$ cat config.mk
export PLATFORM = sky130hd
export DESIGN_NAME = echo_to_distance
export DESIGN_NICKNAME = d
export VERILOG_FILES = /design/src/rtl/sonic_pkg.sv /design/src/rtl/udiv_seq.sv /design/src/rtl/echo_to_distance.sv
export SDC_FILE = /design/constraint.sdc
export NUM_CORES = 1
export LEC_CHECK = 0
export CORE_ASPECT_RATIO = 0.5
export CORE_UTILIZATION = 63
export DETAILED_ROUTE_END_ITERATION = 6
export PLACE_DENSITY_LB_ADDON = 0.12
export SYNTH_ARGS = -nofsm -noshare
export SYNTH_HDL_FRONTEND = slang
export SYNTH_SLANG_ARGS = --single-unit
$ cat constraint.sdc
create_clock -name clk -period 9.3 [get_ports clk]
set_clock_uncertainty 0.1 [all_clocks]
set_input_delay 1.395 -clock clk [delete_from_list [all_inputs] [get_ports clk]]
set_output_delay 1.395 -clock clk [all_outputs]
set_load 0.01 [all_outputs]
$ cat src/rtl/sonic_pkg.sv
// Shared constants and FSM state type for the ultrasonic echo-to-distance path.
package sonic_pkg;

    localparam int unsigned DIV_CONST_DEF = 5800;
    localparam int unsigned MAX_CM_DEF    = 400;
    localparam int unsigned DIST_W        = 10;
    localparam int unsigned ECHO_W        = 33;
    localparam int unsigned DIVD_W        = 34;
    localparam int unsigned HIST_N        = 4;

    typedef enum logic [1:0] {
        ST_IDLE = 2'd0,
        ST_DIV  = 2'd1,
        ST_DONE = 2'd2
    } state_e;

endpackage

$ cat src/rtl/udiv_seq.sv
// Sequential restoring unsigned divider: one quotient bit per cycle, N_W cycles after start_i.
module udiv_seq #(
    parameter int unsigned N_W = 34,
    parameter int unsigned D_W = 13
) (
    input  logic           clk,
    input  logic           rst_n,
    input  logic           start_i,
    input  logic [N_W-1:0] dividend_i,
    input  logic [D_W-1:0] divisor_i,
    output logic [N_W-1:0] quotient_o,
    output logic           done_o
);

    localparam int unsigned CNT_W = $clog2(N_W + 1);

    logic [D_W-1:0]   rem_q, rem_d;
    logic [N_W-1:0]   quo_q, quo_d;
    logic [CNT_W-1:0] cnt_q, cnt_d;
    logic             done_q, done_d;
    logic [D_W:0]     shl_c;
    logic [D_W:0]     dvs_c;

    // Dividend bits shift out of quo_q into the remainder while quotient bits shift in.
    always_comb begin
        shl_c  = {rem_q, quo_q[N_W-1]};
        dvs_c  = {1'b0, divisor_i};
        rem_d  = rem_q;
        quo_d  = quo_q;
        cnt_d  = cnt_q;
        done_d = 1'b0;
        if (start_i) begin
            rem_d = '0;
            quo_d = dividend_i;
            cnt_d = CNT_W'(N_W);
        end else if (cnt_q != '0) begin
            if (shl_c >= dvs_c) begin
                rem_d = D_W'(shl_c - dvs_c);
                quo_d = {quo_q[N_W-2:0], 1'b1};
            end else begin
                rem_d = shl_c[D_W-1:0];
                quo_d = {quo_q[N_W-2:0], 1'b0};
            end
            cnt_d  = cnt_q - CNT_W'(1);
            done_d = (cnt_q == CNT_W'(1));
        end
    end

    always_ff @(posedge clk or negedge rst_n) begin
        if (!rst_n) begin
            rem_q  <= '0;
            quo_q  <= '0;
            cnt_q  <= '0;
            done_q <= 1'b0;
        end else begin
            rem_q  <= rem_d;
            quo_q  <= quo_d;
            cnt_q  <= cnt_d;
            done_q <= done_d;
        end
    end

    assign quotient_o = quo_q;
    assign done_o     = done_q;

endmodule

$ cat src/rtl/echo_to_distance.sv
// Converts an echo pulse width to a rounded, saturated distance in cm plus a 4-sample moving average.
module echo_to_distance
    import sonic_pkg::*;
#(
    parameter int unsigned DIV_CONST = DIV_CONST_DEF,
    parameter int unsigned MAX_CM    = MAX_CM_DEF
) (
    input  logic              clk,
    input  logic              rst_n,
    input  logic [ECHO_W-1:0] echo_time,
    input  logic              e_done,
    input  logic              re_idle,
    output logic [DIST_W-1:0] dist_cm,
    output logic [DIST_W-1:0] dist_avg,
    output logic              dist_valid,
    output logic              out_of_range,
    output logic              timeout,
    output logic              overrun,
    output logic              busy
);

    localparam int unsigned DVSR_W = $clog2(DIV_CONST + 1);
    localparam int unsigned FILL_W = $clog2(HIST_N + 1);
    localparam int unsigned AVG_SH = $clog2(HIST_N);
    localparam int unsigned SUM_W  = DIST_W + AVG_SH;

    state_e            state_q, state_d;
    logic              e_done_q, re_idle_q;
    logic              e_rise_c, re_rise_c;
    logic              div_start_c, div_done;
    logic [DIVD_W-1:0] dividend_c, quotient;
    logic              sat_c;
    logic [DIST_W-1:0] new_cm_c;
    logic [SUM_W-1:0]  sum_c;

    logic [DIST_W-1:0] dist_cm_q, dist_cm_d, dist_avg_q, dist_avg_d;
    logic              dist_valid_q, dist_valid_d, oor_q, oor_d;
    logic              timeout_q, timeout_d, overrun_q, overrun_d, busy_q, busy_d;
    logic [DIST_W-1:0] hist_q [HIST_N];
    logic [DIST_W-1:0] hist_d [HIST_N];
    logic [FILL_W-1:0] fill_q, fill_d;

    assign e_rise_c   = e_done & ~e_done_q;
    assign re_rise_c  = re_idle & ~re_idle_q;
    // Adding half the divisor turns the floor division into round-half-up.
    assign dividend_c = DIVD_W'(echo_time) + DIVD_W'(DIV_CONST / 2);
    assign sat_c      = quotient > DIVD_W'(MAX_CM);
    assign new_cm_c   = sat_c ? DIST_W'(MAX_CM) : quotient[DIST_W-1:0];

    udiv_seq #(
        .N_W (DIVD_W),
        .D_W (DVSR_W)
    ) u_div (
        .clk        (clk),
        .rst_n      (rst_n),
        .start_i    (div_start_c),
        .dividend_i (dividend_c),
        .divisor_i  (DVSR_W'(DIV_CONST)),
        .quotient_o (quotient),
        .done_o     (div_done)
    );

    // Next-state, history update and output staging.
    always_comb begin
        state_d      = state_q;
        div_start_c  = 1'b0;
        dist_valid_d = 1'b0;
        overrun_d    = 1'b0;
        timeout_d    = re_rise_c;
        dist_cm_d    = dist_cm_q;
        dist_avg_d   = dist_avg_q;
        oor_d        = oor_q;
        fill_d       = fill_q;
        sum_c        = '0;
        for (int i = 0; i < HIST_N; i++) begin
            hist_d[i] = hist_q[i];
        end
        case (state_q)
            ST_IDLE: begin
                if (e_rise_c) begin
                    div_start_c = 1'b1;
                    state_d     = ST_DIV;
                end
            end
            ST_DIV: begin
                overrun_d = e_rise_c;
                if (div_done) begin
                    state_d = ST_DONE;
                end
            end
            ST_DONE: begin
                overrun_d    = e_rise_c;
                state_d      = ST_IDLE;
                dist_valid_d = 1'b1;
                dist_cm_d    = new_cm_c;
                oor_d        = sat_c;
                hist_d[0]    = new_cm_c;
                for (int i = 1; i < HIST_N; i++) begin
                    hist_d[i] = hist_q[i-1];
                end
                if (fill_q != FILL_W'(HIST_N)) begin
                    fill_d = fill_q + FILL_W'(1);
                end
                for (int i = 0; i < HIST_N; i++) begin
                    sum_c = sum_c + SUM_W'(hist_d[i]);
                end
                dist_avg_d = (fill_d == FILL_W'(HIST_N)) ? DIST_W'(sum_c >> AVG_SH) : new_cm_c;
            end
            default: begin
                state_d = ST_IDLE;
            end
        endcase
        busy_d = (state_d != ST_IDLE);
    end

    always_ff @(posedge clk or negedge rst_n) begin
        if (!rst_n) begin
            state_q      <= ST_IDLE;
            e_done_q     <= 1'b0;
            re_idle_q    <= 1'b0;
            dist_cm_q    <= '0;
            dist_avg_q   <= '0;
            dist_valid_q <= 1'b0;
            oor_q        <= 1'b0;
            timeout_q    <= 1'b0;
            overrun_q    <= 1'b0;
            busy_q       <= 1'b0;
            fill_q       <= '0;
            for (int i = 0; i < HIST_N; i++) begin
                hist_q[i] <= '0;
            end
        end else begin
            state_q      <= state_d;
            e_done_q     <= e_done;
            re_idle_q    <= re_idle;
            dist_cm_q    <= dist_cm_d;
            dist_avg_q   <= dist_avg_d;
            dist_valid_q <= dist_valid_d;
            oor_q        <= oor_d;
            timeout_q    <= timeout_d;
            overrun_q    <= overrun_d;
            busy_q       <= busy_d;
            fill_q       <= fill_d;
            for (int i = 0; i < HIST_N; i++) begin
                hist_q[i] <= hist_d[i];
            end
        end
    end

    assign dist_cm      = dist_cm_q;
    assign dist_avg     = dist_avg_q;
    assign dist_valid   = dist_valid_q;
    assign out_of_range = oor_q;
    assign timeout      = timeout_q;
    assign overrun      = overrun_q;
    assign busy         = busy_q;

endmodule

==> run metrics <==
total gr overflow 0; CTS buffer count 9; synth warn 0; DP HPWL 10.1 mm; Post-Route WL 14.5 mm; CTS tree done; Tot GR Track Use 29.4%; vias in the first global route 5076; input/output buffers slightly above 60; clk slew on worst S/H paths around 0.07 ns; Die X 146 microns; Root Buffer clkbuf_16; Yosys reg bits ~110; met3 usage 7.20%; First-pass DRT Iterations 5; EDFF count, synth 0; GRT busiest layer met2; die height 73.8 microns; CTS Buffer Depth 2; Slew headroom 39.6%; setup TNS 0 ns; Vias 5344; Pwr Density 271 nW/um^2; postcts setup bufs 0; H-tree Lvls 3; routability congestion estimate approximately 0.87; Iter 0 DRT Violations around 490; share of layout cells above drive strength 1 5.83%; Slew @ Worst Pin 0.905 ns; GR Util met1 39.7%; initial cell density of the core 66.7%; predominant post-synthesis flop cell dfrtp_1; Ports 62; Final min period 5.12 ns; ANT cells 0; commonest non-fill, non-tap cell in the layout nand2_1; library cells used by synthesis 68; DRC Markers 0; startpoint types flip-flop; maxcap violations 0; Max rail drop VDD 0.116 mV; Total Power 2.01 mW; Syn Area/Cell 8.87 sq um; reg2reg start u_div.quotient_o[19]; Nets ~840; worst reg2reg path endpoint dist_avg[5]; filler cell count 693; critical-path maximum fanout 13; die area 10700 sq um; hold_sp re_idle_q; core area 9730 sq um; vias per cell 5.89; met2 usage 48.1%; P&R area growth vs syn 14.1%; Clock Latency Late Sink 0.35 ns; Worst Hold Class flip-flop to flip-flop; sequential area share after synthesis between 40 and 50%; fin crit share 55.1%; worst hold path endpoint timeout; Pleak roughly 3.3 nW; source of the critical timing path u_div.quotient_o[19]; Cell Rows 25; first-pass GRT wire length 24.3 mm; Post-Syn Area 6490 sq um; wire per inst ~16 microns; cell depth of the worst hold path 1; syn nets 808; worst reg-to-reg path cell count 14; Post-synth ARST share between 90% and 100%; Final Setup Violations 0; f_max 195 MHz; worst path arrival time 5.24 ns; CP Capture Type flip-flop; worst path required time 9.42 ns; Post-CTS Hold Buffers 0; clock sink count 106; initial antenna violation count 0; antenna viol nets, final 0; pin count of the biggest net entering global routing 68; post-CTS sizing 0; type of the worst setup path flip-flop to flip-flop; Hold Vio Cnt, Final 0; most frequent cells in the layout 114 x nand2_1, 106 x dfrtp_1, 62 x inv_1; flop2flop setup slack about 4.2 ns; post-synthesis cell count about 730; RSZ-0062 raised after global routing false; status completed; final max-slew violation count 0
[final cells by class]
cell class / count / area [sq um] / share of cell area [%]
repair buffers: 67 / 653 / 8.82
clock inverters: 4 / 48.8 / 0.659
clock buffers: 12 / 256 / 3.46
flip-flops and latches: 106 / 2650 / 35.8
inverters: 63 / 236 / 3.19
well taps: 135 / 169 / 2.28
multi-input cells: 520 / 3390 / 45.8
[per-stage QoR]
stage	utilization, %	hold slack (ns)	area (sq um)	instances	setup WS [ns]
after floorplan	-	0.278	6490	732	5.00
after global placement	73.0	0.280	7100	891	4.41
after detailed placement	73.0	0.293	7100	891	4.23
after CTS	76.1	0.302	7410	907	4.22
after global routing	76.1	0.330	7410	907	3.97
final	76.1	0.298	7410	907	4.18
[worst max-delay path: stages (launching register included)]
cell      delay, ns
dfrtp_1        0.40
nor4_1         0.35
nand4_1        0.35
nor3_2         0.75
nand2_1        0.18
fa_1           0.59
fa_1           0.44
or3b_2         0.46
fa_1           0.40
nor2b_1        0.25
o311a_1        0.22
o21a_1         0.15
nor2_1         0.06
xor2_1         0.15
o221ai_1       0.14
[synthesized netlist by cell type (all sizes together) (18+ instances only)]
cell | count | area [sq um]
nand3 | 19 | 95.1
nor3 | 18 | 100
dfrtp | 106 | 2650
xnor2 | 18 | 158
buf | 21 | 131
and3 | 29 | 181
fa | 20 | 400
nor2 | 48 | 180
inv | 63 | 236
clkbuf | 22 | 82.6
xor2 | 19 | 166
ha | 19 | 238
o21ai | 46 | 234
a31oi | 20 | 125
nand2 | 115 | 434
a21oi | 48 | 240
[kinds of logic (layout without fill, tap and decap cells)]
| logic type | after synthesis | count (layout) | synth area share [%] |
|---|---|---|---|
| flops | 106 | 106 | 40.9 |
| xor+xnor | 37 | 37 | 4.99 |
| compound gates | 156 | 156 | 15.2 |
| other cells | 1 | 1 | 0.0578 |
| fa+ha+maj | 39 | 39 | 9.83 |
| mux | 13 | 13 | 2.16 |
| simple gates | 274 | 274 | 20.0 |
| buf+inv | 106 | 146 | 6.94 |
[flip-flops by register name, summed over array words and instances, names as in the netlist]
signal            count
re_idle_q             1
u_div.done_o          1
overrun               1
dist_avg             10
timeout               1
dist_valid            1
out_of_range          1
u_div.cnt_q           6
hist_q               30
u_div.quotient_o     34
busy                  1
state_q               2
e_done_q              1
u_div.rem_q          13
fill_q                3
[power by group]
| part | switching, mW | internal (mW) |
|---|---|---|
| logic | 0.448 | 0.379 |
| clock network | 0.169 | 0.224 |
| registers | 0.165 | 0.621 |
[how the worst max path moves through the flow]
stage                              to  cells after the start
after floorplan           dist_avg[5]                     15
after global placement    dist_avg[5]                     14
after detailed placement  dist_avg[7]                     14
after CTS                 dist_avg[5]                     14
after global routing      dist_avg[7]                     14
final                     dist_avg[5]                     14
[layer usage]
metal | wire (microns) | up-vias
met2 | 6950 | 194
met1 | 6430 | 2569
li1 | - | 2561
met5 | 0 | -
met3 | 936 | 20
met4 | 189 | 0
No activity file was read; power rests on OpenSTA's default activity.
